File: config.mk
export PLATFORM = sky130hd
export DESIGN_NAME = byte_width_convert
export DESIGN_NICKNAME = d
export VERILOG_FILES = /design/src/rtl/byte_width_convert.sv
export SDC_FILE = /design/constraint.sdc
export NUM_CORES = 1
export LEC_CHECK = 0
export ABC_AREA = 1
export BUFFER_PORTS_ARGS = -buffer_cell sky130_fd_sc_hd__buf_2
export CAP_MARGIN = 5
export CORE_MARGIN = 4
export CORE_UTILIZATION = 38
export DETAILED_ROUTE_END_ITERATION = 10
export SLEW_MARGIN = 10
export SYNTH_ARGS = -nofsm -noshare
export SYNTH_HDL_FRONTEND = slang
export SYNTH_SLANG_ARGS = --single-unit
File: constraint.sdc
create_clock -name clk_i -period 11.1 [get_ports clk_i]
set_input_delay 2.22 -clock clk_i [delete_from_list [all_inputs] [get_ports clk_i]]
set_output_delay 2.22 -clock clk_i [all_outputs]
set_load 0.02 [all_outputs]
File: src/rtl/byte_width_convert.sv
// -----------------------------------------------------------------------------
// byte_width_convert
//
// Width adapter between a wide "use" master port and a narrower "mem" port.
// Both sides follow the enable/isWrite/writeMask/addr/hold protocol: a request
// is accepted when enable=1 and hold=0, and read data is valid the cycle after
// acceptance. Each use access is split into RATIO = USE_DATA_BYTE/MEM_DATA_BYTE
// little-endian mem beats (beat 0 = lowest bytes); read beats are reassembled
// into one wide word.
//
// Ports:
//   clk_i, rst_i                 clock (rising edge), async active-high reset
//   useEnable_i/useIsWrite_i     use request valid / direction
//   useWriteMask_i               per-byte write enable (USE_DATA_BYTE bits)
//   useAddr_i                    use-word address
//   useWriteData_i               wide write data
//   useReadData_o                wide read data, holds last completed read
//   useHold_o                    use-side stall
//   memEnable_o/memIsWrite_o     beat valid / direction (registered)
//   memWriteMask_o               beat byte mask (registered)
//   memAddr_o                    beat address = addr*RATIO + k (registered)
//   memWriteData_o               beat write data (registered)
//   memReadData_i                beat read data
//   memHold_i                    mem-side stall
//
// Optional feature macro: BYTECONVERT_SKIP_EMPTY_BEAT_EN
//   When defined, write beats whose mask slice is all-zero are not issued;
//   a write with no remaining beat goes straight from IDLE to DONE.
// -----------------------------------------------------------------------------
module byte_width_convert #(
  parameter int USE_ADDR_SIZE = 32,
  parameter int USE_DATA_BYTE = 8,
  parameter int MEM_ADDR_SIZE = 32,
  parameter int MEM_DATA_BYTE = 2
) (
  input  logic                         clk_i,
  input  logic                         rst_i,
  input  logic                         useEnable_i,
  input  logic                         useIsWrite_i,
  input  logic [USE_DATA_BYTE-1:0]     useWriteMask_i,
  input  logic [USE_ADDR_SIZE-1:0]     useAddr_i,
  input  logic [8*USE_DATA_BYTE-1:0]   useWriteData_i,
  output logic [8*USE_DATA_BYTE-1:0]   useReadData_o,
  output logic                         useHold_o,
  output logic                         memEnable_o,
  output logic                         memIsWrite_o,
  output logic [MEM_DATA_BYTE-1:0]     memWriteMask_o,
  output logic [MEM_ADDR_SIZE-1:0]     memAddr_o,
  output logic [8*MEM_DATA_BYTE-1:0]   memWriteData_o,
  input  logic [8*MEM_DATA_BYTE-1:0]   memReadData_i,
  input  logic                         memHold_i
);

  localparam int unsigned RATIO  = USE_DATA_BYTE / MEM_DATA_BYTE;
  localparam int unsigned MB     = MEM_DATA_BYTE;
  localparam int unsigned UW     = 8 * USE_DATA_BYTE;
  localparam int unsigned MW     = 8 * MEM_DATA_BYTE;
  localparam int unsigned K_W    = (RATIO > 1) ? $clog2(RATIO) : 1;
  localparam int unsigned CALC_W = (USE_ADDR_SIZE + K_W + 1 > MEM_ADDR_SIZE) ?
                                   (USE_ADDR_SIZE + K_W + 1) : MEM_ADDR_SIZE;

  if (MEM_DATA_BYTE < 1 || USE_DATA_BYTE < MEM_DATA_BYTE ||
      (USE_DATA_BYTE % MEM_DATA_BYTE) != 0) begin : g_bad_ratio
    $error("byte_width_convert: USE_DATA_BYTE must be an integer multiple of MEM_DATA_BYTE");
  end

  typedef enum logic [1:0] {
    ST_IDLE,
    ST_BEAT,
    ST_DONE
  } state_t;

  state_t                     r_state, w_stateNext;
  logic [K_W-1:0]             r_k, w_kNext;

  logic                       r_isWrite;
  logic [USE_ADDR_SIZE-1:0]   r_addr;
  logic [USE_DATA_BYTE-1:0]   r_mask;
  logic [UW-1:0]              r_data;

  logic                       r_memEnable,    w_memEnableNext;
  logic                       r_memIsWrite,   w_memIsWriteNext;
  logic [MB-1:0]              r_memWriteMask, w_memWriteMaskNext;
  logic [MEM_ADDR_SIZE-1:0]   r_memAddr,      w_memAddrNext;
  logic [MW-1:0]              r_memWriteData, w_memWriteDataNext;

  logic                       r_cap,    w_capNext;
  logic [K_W-1:0]             r_capIdx, w_capIdxNext;
  logic [UW-1:0]              r_rdBuf;
  logic [UW-1:0]              r_useReadData;
  logic [UW-1:0]              w_rdFull;

  logic                       w_latch;
  logic                       w_rdDone;
  logic                       w_loadBeat;
  logic [K_W-1:0]             w_beatK;
  logic [K_W:0]               w_search;

  // In IDLE the first beat is built straight from the use inputs, since the
  // latched copies only become valid on the same edge that issues beat 0.
  logic                       w_srcIsWrite;
  logic [USE_ADDR_SIZE-1:0]   w_srcAddr;
  logic [USE_DATA_BYTE-1:0]   w_srcMask;
  logic [UW-1:0]              w_srcData;
  logic [RATIO-1:0]           w_present;

  // Returns {found, index} of the first present beat at or after 'start'.
  function automatic logic [K_W:0] find_next(input logic [RATIO-1:0] present,
                                             input int unsigned start);
    logic           found;
    logic [K_W-1:0] idx;
    found = 1'b0;
    idx   = '0;
    for (int unsigned i = 0; i < RATIO; i++) begin
      if (!found && i >= start && present[i]) begin
        found = 1'b1;
        idx   = K_W'(i);
      end
    end
    return {found, idx};
  endfunction

  function automatic logic [MEM_ADDR_SIZE-1:0] beat_addr(input logic [USE_ADDR_SIZE-1:0] addr,
                                                         input logic [K_W-1:0] k);
    logic [CALC_W-1:0] t;
    t = CALC_W'(addr) * CALC_W'(RATIO) + CALC_W'(k);
    return t[MEM_ADDR_SIZE-1:0];
  endfunction

  always_comb begin
    if (r_state == ST_IDLE) begin
      w_srcIsWrite = useIsWrite_i;
      w_srcAddr    = useAddr_i;
      w_srcMask    = useWriteMask_i;
      w_srcData    = useWriteData_i;
    end else begin
      w_srcIsWrite = r_isWrite;
      w_srcAddr    = r_addr;
      w_srcMask    = r_mask;
      w_srcData    = r_data;
    end
  end

  always_comb begin
    w_present = '1;
`ifdef BYTECONVERT_SKIP_EMPTY_BEAT_EN
    for (int unsigned i = 0; i < RATIO; i++) begin
      w_present[i] = !w_srcIsWrite || (w_srcMask[i*MB +: MB] != '0);
    end
`endif
  end

  always_comb begin
    w_stateNext        = r_state;
    w_kNext            = r_k;
    w_latch            = 1'b0;
    w_rdDone           = 1'b0;
    w_capNext          = 1'b0;
    w_capIdxNext       = r_capIdx;
    w_loadBeat         = 1'b0;
    w_beatK            = '0;
    w_search           = '0;
    w_memEnableNext    = 1'b0;
    w_memIsWriteNext   = 1'b0;
    w_memWriteMaskNext = '0;
    w_memAddrNext      = '0;
    w_memWriteDataNext = '0;

    case (r_state)
      ST_IDLE: begin
        if (useEnable_i) begin
          w_latch  = 1'b1;
          w_search = find_next(w_present, 0);
          if (w_search[K_W]) begin
            w_stateNext = ST_BEAT;
            w_kNext     = w_search[K_W-1:0];
            w_loadBeat  = 1'b1;
            w_beatK     = w_search[K_W-1:0];
          end else begin
            w_stateNext = ST_DONE;
            w_kNext     = '0;
          end
        end
      end

      ST_BEAT: begin
        if (memHold_i) begin
          w_memEnableNext    = r_memEnable;
          w_memIsWriteNext   = r_memIsWrite;
          w_memWriteMaskNext = r_memWriteMask;
          w_memAddrNext      = r_memAddr;
          w_memWriteDataNext = r_memWriteData;
        end else begin
          // Beat r_k is accepted now; its read data arrives next cycle.
          w_capNext    = !r_isWrite;
          w_capIdxNext = r_k;
          w_search     = find_next(w_present, int'(r_k) + 1);
          if (w_search[K_W]) begin
            w_kNext    = w_search[K_W-1:0];
            w_loadBeat = 1'b1;
            w_beatK    = w_search[K_W-1:0];
          end else begin
            w_stateNext = ST_DONE;
            w_kNext     = '0;
          end
        end
      end

      ST_DONE: begin
        w_stateNext = ST_IDLE;
        w_kNext     = '0;
        w_rdDone    = !r_isWrite;
      end

      default: begin
        w_stateNext = ST_IDLE;
        w_kNext     = '0;
      end
    endcase

    if (w_loadBeat) begin
      w_memEnableNext    = 1'b1;
      w_memIsWriteNext   = w_srcIsWrite;
      w_memWriteMaskNext = w_srcMask[w_beatK*MB +: MB];
      w_memAddrNext      = beat_addr(w_srcAddr, w_beatK);
      w_memWriteDataNext = w_srcData[w_beatK*MW +: MW];
    end
  end

  // Merges the pending read slice so DONE can publish the full word at once.
  always_comb begin
    w_rdFull = r_rdBuf;
    if (r_cap) begin
      w_rdFull[r_capIdx*MW +: MW] = memReadData_i;
    end
  end

  always_comb begin
    case (r_state)
      ST_IDLE: useHold_o = useEnable_i;
      ST_BEAT: useHold_o = 1'b1;
      default: useHold_o = 1'b0;
    endcase
  end

  always_ff @(posedge clk_i or posedge rst_i) begin
    if (rst_i) begin
      r_state <= ST_IDLE;
      r_k     <= '0;
    end else begin
      r_state <= w_stateNext;
      r_k     <= w_kNext;
    end
  end

  always_ff @(posedge clk_i or posedge rst_i) begin
    if (rst_i) begin
      r_isWrite      <= 1'b0;
      r_addr         <= '0;
      r_mask         <= '0;
      r_data         <= '0;
      r_memEnable    <= 1'b0;
      r_memIsWrite   <= 1'b0;
      r_memWriteMask <= '0;
      r_memAddr      <= '0;
      r_memWriteData <= '0;
      r_cap          <= 1'b0;
      r_capIdx       <= '0;
      r_rdBuf        <= '0;
      r_useReadData  <= '0;
    end else begin
      if (w_latch) begin
        r_isWrite <= useIsWrite_i;
        r_addr    <= useAddr_i;
        r_mask    <= useWriteMask_i;
        r_data    <= useWriteData_i;
      end
      r_memEnable    <= w_memEnableNext;
      r_memIsWrite   <= w_memIsWriteNext;
      r_memWriteMask <= w_memWriteMaskNext;
      r_memAddr      <= w_memAddrNext;
      r_memWriteData <= w_memWriteDataNext;
      r_cap          <= w_capNext;
      r_capIdx       <= w_capIdxNext;
      if (r_cap) begin
        r_rdBuf <= w_rdFull;
      end
      if (w_rdDone) begin
        r_useReadData <= w_rdFull;
      end
    end
  end

  assign useReadData_o  = r_useReadData;
  assign memEnable_o    = r_memEnable;
  assign memIsWrite_o   = r_memIsWrite;
  assign memWriteMask_o = r_memWriteMask;
  assign memAddr_o      = r_memAddr;
  assign memWriteData_o = r_memWriteData;

endmodule

After elaboration in Yosys (flattened, before gate mapping)
Cells that the tools add are included.
- add/sub/neg operators: 3
- $lt $le $gt $ge: 4
- equality and inequality tests: 6
- shift-type cells: 4
- muxes and demuxes: 58
- bitwise operators: 1
- reductions and logical operators: 11
- operator list (kind ; count):
    64-bit two-way mux ; 2
    32-bit two-way mux ; 3
    64-bit bitwise mux ; 1
    16-bit by 34-bit variable shift with 64-bit output (first input constant) ; 1
    16-bit by 34-bit variable part select with 64-bit output ; 1
    64-bit by 7-bit variable part select with 16-bit output ; 1
    16-bit two-way mux ; 3
    6-bit negation with 34-bit output ; 1
    32-bit by 2-bit adder with 32-bit output ; 1
    30-bit two-way mux ; 1
    1-bit two-way mux ; 29
    2-bit two-way mux ; 14
    8-bit two-way mux ; 1
    2-bit case mux with 2 select lines ; 2
    8-bit by 4-bit variable part select with 2-bit output ; 1
    1-bit by 3-bit >= comparator with 1-bit output (first input constant) ; 2
    2-bit by 3-bit >= comparator with 1-bit output (first input constant) ; 2
    2-bit != test (second input constant) ; 3
    1-bit zero test ; 4
    1-bit case mux with 2 select lines ; 2
    2-bit AND reduction ; 2
    2-bit by 1-bit adder with 3-bit output (second input constant) ; 1
    1-bit logical AND ; 3
    3-bit != test (second input constant) ; 1
    other kinds (5) ; 5
- flip-flop bits (word level): 290
- bits of input ports: 125
- output and inout port bits: 117
- logic and storage cells: 102

Depth between registers and ports, before layout
- depth in word-level cells: 25
- mapped depth: 12
- mapped depth without buffers: 9

Least setup slack after synthesis
Ideal clock, no wire load.
- kind: input to output
- from: input useEnable_i
- to: output useHold_o
- arrival: 2.919 ns
- data required time: 8.880 ns
- path slack: 5.961 ns
- stages on the path: 4
- path buffers: 2
- cells stage by stage: nand2_1 -> buf_2 -> clkbuf_1 -> nand2_1
- longest elaborated chain between the ends: 1
- ends and longest elaborated chain (item ; line ; RTL):
    start: declaration ; 38 ; input logic useEnable_i,
    1-bit case mux with 2 select lines ; 239 ; case (r_state)
    end: declaration ; 44 ; output logic useHold_o,
Every way passes these cells.

Worst setup path in the final report
Ends and elaborated chain as after synthesis.

==> flow_metrics.tcl <==
set metrics [dict create \
    maxSlewViolCount 0 \
    syn-cell-area_um2 13200 \
    ctsHoldBuffers 0 \
    cap_violations 0 \
    cts-root-buf "clkbuf_16" \
    relSlewSlack_pct 23.7 \
    cts_buffers 35 \
    grt_max_degree 136 \
    critPathKind "in2out" \
    period_minus_slack_ns 5.45 \
    synth_async_sr_flop_share_pct 100 \
    yosysWarnings 0 \
    drive_gt1_share_pct 16.2 \
    timing.fmax_ghz 0.183 \
    grt_antenna_before_repair 2 \
    hold_start "useReadData_o[24]" \
    drcViolationCount 0 \
    crit_arrival_ns 3.23 \
    htree_levels 2 \
    use_met2_pct 31.2 \
    gr-usage-all-layers_pct 18.8 \
    synth_top_area_cell "dfrtp_1" \
    clk_path_buf_depth 3 \
    grt-ovfl-total 0 \
    endpoint_kind "primary output" \
    synth_cell_type_count 20 \
    synth_ff_type "dfrtp_1" \
    power.density_nw_per_um2 292 \
    die_h_um 195 \
    ctsResizeCount 0 \
    netlist_instances 1748 \
    p_leak_nw 8.69 \
    worst_pin_slew_ns 1.14 \
    drtIter0Drc 783 \
    grt_pass1_vias 11024 \
    wire_per_inst_um 14.9 \
    ys_ff_latch 290 \
    fin_nets 2074 \
    post-route-period-util_pct 49.1 \
    cts_sinks 290 \
    pre_cts_ws_ns 5.64 \
    grtUsageMet3_pct 3.92 \
    critPathLaunchType "primary input" \
    cts_setup_buffers 0 \
    drtPass1Iterations 5 \
    synth.area.top_cells "dfrtp_1 55%, nand2_1 24%, o21ai_0 6.9%, inv_1 5.5%, o21ai_1 2.1%" \
    synth_edf_count 0 \
    n_antenna_cell 0 \
    r2r-start "r_capIdx[0]" \
    ant_nets 0 \
    met1_usage_pct 25.3 \
    cp_data_required_time_ns 8.88 \
    rows 68 \
    die_width_um 195 \
    drt-vias-per-instance 4.68 \
    critPathLaunch "useEnable_i" \
    ys_seq_area_share_pct 54.9 \
    setup_violations 0 \
    synth_top_area_share_pct 54.9 \
    core-area_um2 34500 \
    place.gp.congestion 0.795 \
    cts_tree "built" \
    syn-mean-instance-area_um2 7.56 \
    syn_to_final_growth_pct 20.1 \
    wirelength_mm 36.2 \
    initial_utilization_pct 38.4 \
    setup_ws_ns 5.65 \
    finalHoldViolCount 0 \
    cp_max_fo 79 \
    final.setup.tns_ns 0 \
    fillerInstances 3498 \
    rsz0062_at_grt "false" \
    synthMostInstantiatedCell "nand2_1" \
    path_clk_slew_ns 0.06 \
    clock-skew-final_ns 0.0146 \
    die-area_um2 37800 \
    grt_pass1_wl_mm 58.6 \
    yosys-top-cells-count "852 x nand2_1, 290 x dfrtp_1, 192 x inv_1, 182 x o21ai_0, 59 x clkbuf_1" \
    port_buffers 239 \
    finalPower_mw 4.63 \
    grt_busiest_layer "met2" \
    hold_path_class "reg2reg" \
    hold_slack_ns 0.470 \
    synthesis.nets 1879 \
    irDropWorstVdd_mv 0.146 \
    io_pins 242 \
    outcome "complete, no violations" \
    via_count 11352 \
    hpwlAfterDp_mm 23.4 \
    clk_latency_ns 0.51 \
]
## cells by family (layout without fill, tap and decap cells)
family / after synthesis / count (layout) / share of synthesized area (%)
adders and majority gates: 6 / 6 / 0.568
DFF: 290 / 290 / 54.9
AOI/OAI and AO/OA: 239 / 239 / 9.15
buffers and inverters: 289 / 510 / 8.50
and+or+nand+nor: 924 / 924 / 26.9
## cell usage in the layout (no fill, tap or decap), types with 2 or more instances in the layout
cell | netlist | layout
ha_1 | 6 | 6
nor2_1 | 13 | 13
nand2_1 | 852 | 851
inv_1 | 192 | 191
buf_2 | 31 | 239
clkbuf_8 | 0 | 7
nor3_2 | 1 | 2
o21ai_1 | 55 | 55
o21ai_0 | 182 | 182
dfrtp_1 | 290 | 290
clkbuf_1 | 59 | 8
buf_4 | 0 | 12
bufinv_16 | 0 | 3
nand3_1 | 51 | 51
clkinv_2 | 0 | 6
inv_2 | 3 | 3
nor2_2 | 4 | 3
clkbuf_16 | 0 | 35
clkinv_8 | 0 | 2
## registers in the layout, indices dropped and copies added (netlist names)
name	cells
memAddr_o	32
r_addr	30
memEnable_o	1
r_state	2
r_k	2
memWriteData_o	16
r_rdBuf	64
r_cap	1
r_isWrite	1
r_capIdx	2
r_data	64
memIsWrite_o	1
memWriteMask_o	2
r_mask	8
useReadData_o	64
## power breakdown
| group | internal [mW] | total [mW] | switching (mW) |
|---|---|---|---|
| Clock | 0.703 | 1.15 | 0.451 |
| Sequential | 1.52 | 1.75 | 0.235 |
| Combinational | 0.556 | 1.72 | 1.17 |
## critical path: stages
cell and delay (ns):
buf_2 0.12, nand2_4 0.53, nand2_1 0.12, buf_2 0.20
## metrics by stage
stage / std cells / util [%] / instance area (µm²)
after detailed placement: 2361 / 42.7 / 14700
after CTS: 2424 / 46.1 / 15900
after global placement: 2361 / 42.7 / 14700
after floorplan: 1748 / - / 13200
after global routing: 2424 / 46.1 / 15900
final: 2424 / 46.1 / 15900
## final timing paths
kind | end | slack [ns] | cells after the start
max | useHold_o | 5.65 | 4
min | useReadData_o[24] | 0.47 | 2
max reg2reg | useReadData_o[15] | 8.08 | 8
min reg2reg | useReadData_o[24] | 0.47 | 2
max in group asynchronous | memAddr_o[7] | 7.44 | 3
min in group asynchronous | r_rdBuf[57] | 1.90 | 2
## per-layer routing
layer / up-vias / part of all wire, %
li1: 5733 / -
met2: 310 / 47
met1: 5235 / 44
met4: 4 / 2.8
met5: - / 0.075
met3: 70 / 6.1
## area by class of cell
class | count | area, µm² | area share (%)
Sequential cell | 290 | 7260 | 45.7
Multi-Input combinational cell | 1169 | 4860 | 30.6
Timing Repair Buffer | 251 | 1290 | 8.10
Clock buffer | 50 | 1000 | 6.31
Inverter | 196 | 743 | 4.68
Tap cell | 455 | 569 | 3.58
Clock inverter | 13 | 169 | 1.06
Note: power is estimated with default switching activity, not from simulation.
